File: src/rtl/jtframe_edge_pkg.sv
// Shared edge-mode encodings and the priority helper for the edge-capture IRQ bank.
package jtframe_edge_pkg;

    localparam logic [1:0] EDGE_RISE  = 2'b00;
    localparam logic [1:0] EDGE_FALL  = 2'b01;
    localparam logic [1:0] EDGE_BOTH  = 2'b10;
    localparam logic [1:0] EDGE_LEVEL = 2'b11;

    localparam int unsigned MAX_CH = 32;
    localparam int unsigned ID_W   = 5;

    // Index of the lowest set bit; 0 when no bit is set.
    function automatic logic [ID_W-1:0] lowest_set(input logic [MAX_CH-1:0] v);
        logic [ID_W-1:0] idx;
        idx = '0;
        for (int i = MAX_CH - 1; i >= 0; i--) begin
            if (v[i]) idx = ID_W'(i);
        end
        return idx;
    endfunction

endpackage

File: src/rtl/jtframe_edge_det.sv
// One-bit event detector: optional 2-flop synchronizer, persistence filter and edge/level decode.
module jtframe_edge_det
    import jtframe_edge_pkg::*;
#(
    parameter logic [1:0]  MODE = EDGE_RISE,
    parameter int unsigned SYNC = 1,
    parameter int unsigned FILT = 0
)(
    input  logic clk,
    input  logic rst,
    input  logic sigedge,
    output logic ev
);

    localparam int unsigned CNT_W    = (FILT == 0) ? 1 : $clog2(FILT + 1);
    localparam logic [CNT_W-1:0] CNT_LAST = CNT_W'((FILT == 0) ? 0 : FILT - 1);

    logic             s;
    logic             flt;
    logic             primed;
    logic             chg;
    logic [CNT_W-1:0] cnt;

    generate
        if (SYNC != 0) begin : g_sync
            logic [1:0] sync_r;
            always_ff @(posedge clk) begin
                if (rst) sync_r <= '0;
                else     sync_r <= {sync_r[0], sigedge};
            end
            assign s = sync_r[1];
        end else begin : g_nosync
            assign s = sigedge;
        end
    endgenerate

    // A change is accepted once it has persisted for FILT samples (immediately when FILT is 0).
    always_comb begin
        chg = 1'b0;
        if (primed && (s != flt) && ((FILT == 0) || (cnt == CNT_LAST))) chg = 1'b1;
    end

    // The first cycle after reset adopts the current level so reset never looks like an edge.
    always_ff @(posedge clk) begin
        if (rst) begin
            primed <= 1'b0;
            flt    <= 1'b0;
            cnt    <= '0;
        end else if (!primed) begin
            primed <= 1'b1;
            flt    <= s;
            cnt    <= '0;
        end else if (s == flt) begin
            cnt    <= '0;
        end else if (chg) begin
            flt    <= s;
            cnt    <= '0;
        end else begin
            cnt    <= cnt + CNT_W'(1);
        end
    end

    always_comb begin
        ev = 1'b0;
        case (MODE)
            EDGE_RISE:  ev = chg & s;
            EDGE_FALL:  ev = chg & ~s;
            EDGE_BOTH:  ev = chg;
            EDGE_LEVEL: ev = flt;
            default:    ev = 1'b0;
        endcase
    end

endmodule

File: src/rtl/jtframe_edge_irq.sv
// W-channel edge-capture bank with pending/overflow flags and a lowest-index interrupt request.
module jtframe_edge_irq
    import jtframe_edge_pkg::*;
#(
    parameter int unsigned     W    = 8,
    parameter logic [2*W-1:0]  MODE = '0,
    parameter int unsigned     SYNC = 1,
    parameter int unsigned     FILT = 0
)(
    input  logic            clk,
    input  logic            rst,
    input  logic            cen,
    input  logic [W-1:0]    din,
    input  logic [W-1:0]    sigedge,
    input  logic [W-1:0]    set,
    input  logic [W-1:0]    clr,
    input  logic [W-1:0]    ack,
    output logic [W-1:0]    q,
    output logic [W-1:0]    qn,
    output logic [W-1:0]    pend,
    output logic [W-1:0]    ovf,
    output logic            irq,
    output logic [ID_W-1:0] irq_id
);

    logic [W-1:0] ev;
    logic [W-1:0] q_nxt;
    logic [W-1:0] pend_nxt;
    logic [W-1:0] ovf_nxt;

    generate
        for (genvar gi = 0; gi < int'(W); gi++) begin : g_ch
            jtframe_edge_det #(
                .MODE (MODE[2*gi +: 2]),
                .SYNC (SYNC),
                .FILT (FILT)
            ) u_det (
                .clk     (clk),
                .rst     (rst),
                .sigedge (sigedge[gi]),
                .ev      (ev[gi])
            );
        end
    endgenerate

    // clr beats set beats capture; an event still marks pending even when its capture is overridden.
    always_comb begin
        q_nxt    = q;
        pend_nxt = pend;
        ovf_nxt  = ovf;
        for (int i = 0; i < int'(W); i++) begin
            if (cen && clr[i])      q_nxt[i] = 1'b0;
            else if (cen && set[i]) q_nxt[i] = 1'b1;
            else if (ev[i])         q_nxt[i] = din[i];

            if (ev[i]) begin
                pend_nxt[i] = 1'b1;
                if (ack[i])       ovf_nxt[i] = 1'b0;
                else if (pend[i]) ovf_nxt[i] = 1'b1;
            end else if (ack[i]) begin
                pend_nxt[i] = 1'b0;
                ovf_nxt[i]  = 1'b0;
            end
        end
    end

    always_ff @(posedge clk) begin
        if (rst) begin
            q      <= '0;
            qn     <= '1;
            pend   <= '0;
            ovf    <= '0;
            irq    <= 1'b0;
            irq_id <= '0;
        end else begin
            q      <= q_nxt;
            qn     <= ~q_nxt;
            pend   <= pend_nxt;
            ovf    <= ovf_nxt;
            irq    <= |pend;
            irq_id <= lowest_set(MAX_CH'(pend));
        end
    end

endmodule

File: config.mk
export PLATFORM = sky130hd
export DESIGN_NAME = jtframe_edge_irq
export DESIGN_NICKNAME = d
export VERILOG_FILES = /design/src/rtl/jtframe_edge_pkg.sv /design/src/rtl/jtframe_edge_det.sv /design/src/rtl/jtframe_edge_irq.sv
export SDC_FILE = /design/constraint.sdc
export NUM_CORES = 1
export LEC_CHECK = 0
export BUFFER_PORTS_ARGS = -buffer_cell sky130_fd_sc_hd__clkbuf_2
export CAP_MARGIN = 20
export CORE_ASPECT_RATIO = 0.8
export CORE_MARGIN = 4
export CORE_UTILIZATION = 43
export CTS_CLUSTER_SIZE = 28
export DETAILED_ROUTE_END_ITERATION = 6
export PLACE_DENSITY = 0.74
export SYNTH_ARGS = -nofsm -noshare
export SYNTH_HDL_FRONTEND = slang
export SYNTH_HIERARCHICAL = 1
export SYNTH_SLANG_ARGS = --single-unit
File: constraint.sdc
create_clock -name clk -period 1.2 [get_ports clk]
set_clock_uncertainty 0.1 [all_clocks]
set_input_delay 0.24 -clock clk [delete_from_list [all_inputs] [get_ports clk]]
set_output_delay 0.24 -clock clk [all_outputs]
set_load 0.1 [all_outputs]
======== After elaboration in Yosys (flattened, before gate mapping) ========
Index checks and enable logic that the tools add are counted.
cells by class
  add/sub/neg operators ................... 0
  bitwise gates (word level) .............. 9
  magnitude comparators ................... 0
  reductions and logical operators ........ 61
  multiplexer cells ....................... 104
  equality and inequality tests ........... 32
  div/mod/pow operators ................... 0
  shift operators ......................... 0
  multipliers ............................. 0
operator list
  kind                number
  $mux 1              98
  $reduce_and 2->1    16
  $reduce_bool 2->1   16
  $logic_and 1x1->1   24
  $ne 2x2->1 const B  10
  $reduce_or 8->1     2
  $mux 3              4
  $ne 2x1->1 const B  6
  $and 1x1->1         8
  $eq 1x1->1          8
  $ne 1x1->1          8
  $not 8->8           1
  $reduce_or 5->1     1
  $mux 2              2
  $reduce_or 3->1     1
  $reduce_or 2->1     1
word-level totals
  memory bits (writable) .................. 0
  bits in latches ......................... 0
  output and inout port bits .............. 38
  flip-flop bits (word level) ............. 63
  bits in read-only memories .............. 0
  input bits .............................. 43
  word-level logic and storage cells ...... 246
  memories kept ........................... 0

======== Longest topological paths before layout ========
  word-level depth ........................ 8
  gate-level depth with buffers ........... 5
  depth with buffers taken out ............ 4

======== Modules after synthesis ========
Netlist, hierarchy kept.
modules (own cells, without submodules)
  module            area each (sq um)  instances  seq. area each (sq um)  cells an instance
  jtframe_edge_irq  1305.0             1          720.7                   132
  jtframe_edge_det  111.4              8          80.1                    9

======== Least setup slack after synthesis ========
OpenSTA, ideal clock, no wires.
  kind .................................... flip-flop to flip-flop
  start point ............................. reg pend[7]
  end point ............................... reg irq_id[1]
  data arrival time ....................... 1.600 ns
  path slack .............................. -0.609 ns
  clock period less this slack ............ 1.809 ns
  buffers on the path ..................... 0
  stages on the path, launching flop included .. 3
  data required time ...................... 0.991 ns
  library setup time ...................... 0.109 ns
  cell sequence ........................... dfxtp_1 o21ai_0 a2111oi_2
between the ends
  cells in the longest elaborated chain, start to end .. 6
ends and longest elaborated chain
  item                    line                    text
  from (decl)             jtframe_edge_irq.sv:20  output logic [W-1:0] pend,
  from (signal assigned)  jtframe_edge_irq.sv:78  pend <= pend_nxt;
  $mux 3 (4 in series)    jtframe_edge_pkg.sv:17  if (v[i]) idx = ID_W'(i);
  $mux 2 (2 in series)    jtframe_edge_pkg.sv:17
  to (signal assigned)    jtframe_edge_irq.sv:81  irq_id <= lowest_set(MAX_CH'(pend));
  to (decl)               jtframe_edge_irq.sv:23  output logic [ID_W-1:0] irq_id
Every way passes these cells.
A chain may end at the register's enable or synchronous reset.

======== Worst setup path in the final report ========
  start point ............................. reg pend[5]
  end point ............................... out pend[5]
No word-level cell between the ends.

==> impl_metrics.ini <==
[outcome]
run_status = finished with violations
violations = negative setup slack

[worst_setup_path]
cp-end-kind = primary output
slowest_delay_ns = 0.34
worst_setup_path_start_kind = register
path_class = reg -> out
cp_top_family = flip-flops
critPathSlowestCell = dfxtp_2
worstRegToRegCells = 3
cp_max_fo = 2
worstPathRequired_ns = 0.86
reg2reg_slack_ns = -0.03
rr_endpoint = qn[7]
worstPathCellList = buf_6 -> buf_12
r2r_start = g_ch[7].u_det/flt
crit_buf_inv = 2
arrival_ns = 0.93

[clocking]
clkLatencyLatePin_ns = 0.33
cts_buffers = 9
root_buffer = clkbuf_8
clk_pin_slew_ns = 0.06
cts_tree = done
cts.sinks = 68
cts_htree_levels = 3
cts_buffer_depth = 2

[routing]
avgViaCountPerCell = 4.71
drc = 0
ant_nets = 0
drt_iter0_markers = 70
firstDrtPassIters = 4
wl_per_cell_um = 14.7
wirelength_um = 5800
num_vias = 1857

[die]
core.rowCount = 22
dieWidth_um = 87.9
core_area_um2 = 4760
io_pins = 81
dieArea_um2 = 6320
fp.dieH_um = 71.9
start_util_pct = 46.1

[synth]
ys_seq_elements = 68
netlist_top_cells_area = dfxtp_1 62%, nor2b_1 7.1%, a21oi_1 4.1%
netlist_instances = 204
yosys_warnings = 6
avgSynthCellArea_um2 = 10.8
ys_top_cells_by_count = 68 x dfxtp_1, 25 x nor2b_1, 20 x inv_1
ys.flop_type = dfxtp_1
synth_enable_flop_cells = 0
synth_top_cell_by_area = dfxtp_1
synth_most_common_cell = dfxtp_1
yosysTopAreaCellShare_pct = 62.0
ys_seq_area_share_pct = 62.0
yosysUniqueCellTypes = 24
syn_area_um2 = 2200
async_flop_share_pct = 0

[sta]
setup_viol = 19
setup_slack_ns = -0.0729
fmax_ghz = 0.786
final-max-slew-violation-count = 0
hold_viol = 0
rsz0062_at_grt = true
finalCritPeriodShare_pct = 106
layout_min_cycle_time_ns = 1.27

[grt]
gr-total-overflow = 0
antenna_found_initial = 0
grt_max_degree = 34
grt_use_total_pct = 18.2
grt_first_pass_wirelength_um = 8740
grt_pass1_vias = 1826

[hold_path]
min_delay_worst_endpoint = q[3]
min_path_type = in -> reg
hold-path-cell-count = 2
hold_start = clr[3]

[power]
combPwrFrac_pct = 19.4
power_switching_uw = 1410
clkPwrFrac_pct = 31.8
p_per_area_nw_per_um2 = 1270
p_leak_uw = 0.00173
p_int_uw = 3530
power_frac_seq_pct = 48.8
power.total_uw = 4930
vdd_drop_max_uv = 986
swShare_pct = 28.5

[place]
hpwl_um = 3740
gp_congestion = 0.696
placedCellCount = 352
io_buffers = 78

[layout]
antenna_cells = 0
nets = 372
drive_gt1_share_pct = 59.3
stdcell_count = 394
syn_to_final_growth_pct = 77.5

[job]
max_cap_violations = 0
how the worst max path moves through the flow:
| stage | startpoint | end | slack (ns) | cells past startpoint |
|---|---|---|---|---|
| after global placement | g_ch[4].u_det/flt | qn[4] | 0.04 | 4 |
| after CTS | pend[7] | pend[7] | -0.1 | 2 |
| after detailed placement | g_ch[5].u_det/flt | qn[5] | -0.02 | 4 |
| after floorplan | pend[5] | irq_id[1] | -0.08 | 3 |
| after global routing | pend[5] | pend[5] | -0.13 | 2 |
| final | pend[5] | pend[5] | -0.07 | 2 |
cells by family (layout without fill, tap and decap cells):
kind of cell,Yosys count,count (layout),share of synthesized area (%)
and+or+nand+nor,65,65,17.4
AOI/OAI and AO/OA,37,37,12.9
DFF,68,68,62.0
muxes,1,1,0.456
buffers and inverters,32,161,7.07
other,1,2,0.171
power by group through the flow:
stage	logic, uW	registers [uW]	clock network (uW)
finish	959	2410	1570
global route	1000	2410	1710
CTS	928	2400	1600
detailed placement	869	2450	0
global placement	855	2450	0
floorplan	178	2780	0
area by class of cell:
class / count / area [um2]
clock buffer: 13 / 149
clock inverter: 3 / 13.8
fill: 252 / 865
inverter: 25 / 93.8
multi-input combinational: 105 / 808
sequential: 68 / 1450
tap: 60 / 75.1
timing repair buffer: 120 / 1310
registers in the layout (all words and copies together) (netlist names):
register and flops:
g_ch.u_det/flt 8, g_ch.u_det/g_sync.sync_r 16, g_ch.u_det/primed 8, irq 1, irq_id 3, ovf 8
pend 8, q 8, qn 8
per-layer routing:
layer	part of all wire, %	vias up	track usage, %
met1	39	865	20.5
met2	53	60	31.3
li1	-	924	-
met4	1.7	0	5.79
met3	6.7	8	7.49
met5	0	-	0
cell usage in the layout, fill, tap and decap left out, types with 3 or more instances in the layout:
| master | Yosys | layout |
|---|---|---|
| dfxtp_2 | 0 | 26 |
| a221o_1 | 3 | 3 |
| a221oi_2 | 5 | 4 |
| buf_6 | 1 | 3 |
| buf_12 | 1 | 38 |
| nor2_1 | 12 | 11 |
| nor3_1 | 8 | 7 |
| dlygate4sd3_1 | 0 | 10 |
| nand2b_4 | 0 | 6 |
| a21oi_1 | 18 | 16 |
| clkbuf_8 | 0 | 10 |
| dfxtp_1 | 68 | 27 |
| clkbuf_1 | 0 | 3 |
| inv_1 | 20 | 20 |
| dfxtp_4 | 0 | 15 |
| a22oi_2 | 1 | 3 |
| a22oi_1 | 6 | 4 |
| buf_4 | 2 | 27 |
| clkbuf_2 | 0 | 42 |
| nor2b_1 | 25 | 25 |
| inv_2 | 5 | 5 |
| and3b_2 | 0 | 7 |
through the flow:
stage | cell area (um2) | utilization, % | setup TNS (ns) | setup slack (ns) | hold slack, ns
2_1_floorplan | 2270 | - | -0.124 | -0.0751 | 0.197
5_1_grt | 3900 | 81.8 | -1.93 | -0.125 | 0.00355
3_5_place_dp | 3360 | 70.6 | -0.0443 | -0.0188 | 0.320
4_1_cts | 3770 | 79.2 | -0.525 | -0.0988 | 0.00416
3_3_place_gp | 3360 | 70.6 | 0 | 0.0406 | 0.315
6_report | 3900 | 81.8 | -0.332 | -0.0729 | 0.0152
what timing repair did:
action / in CTS / in global routing
hold endpoints to repair: 10 / 0
gates resized for setup: 13 / 27
pin swaps: 3 / 10
setup endpoints to repair: 35 / 53
setup buffers: 15 / 5
hold buffers: 10 / 0
Power figures use the tool's default switching activity.
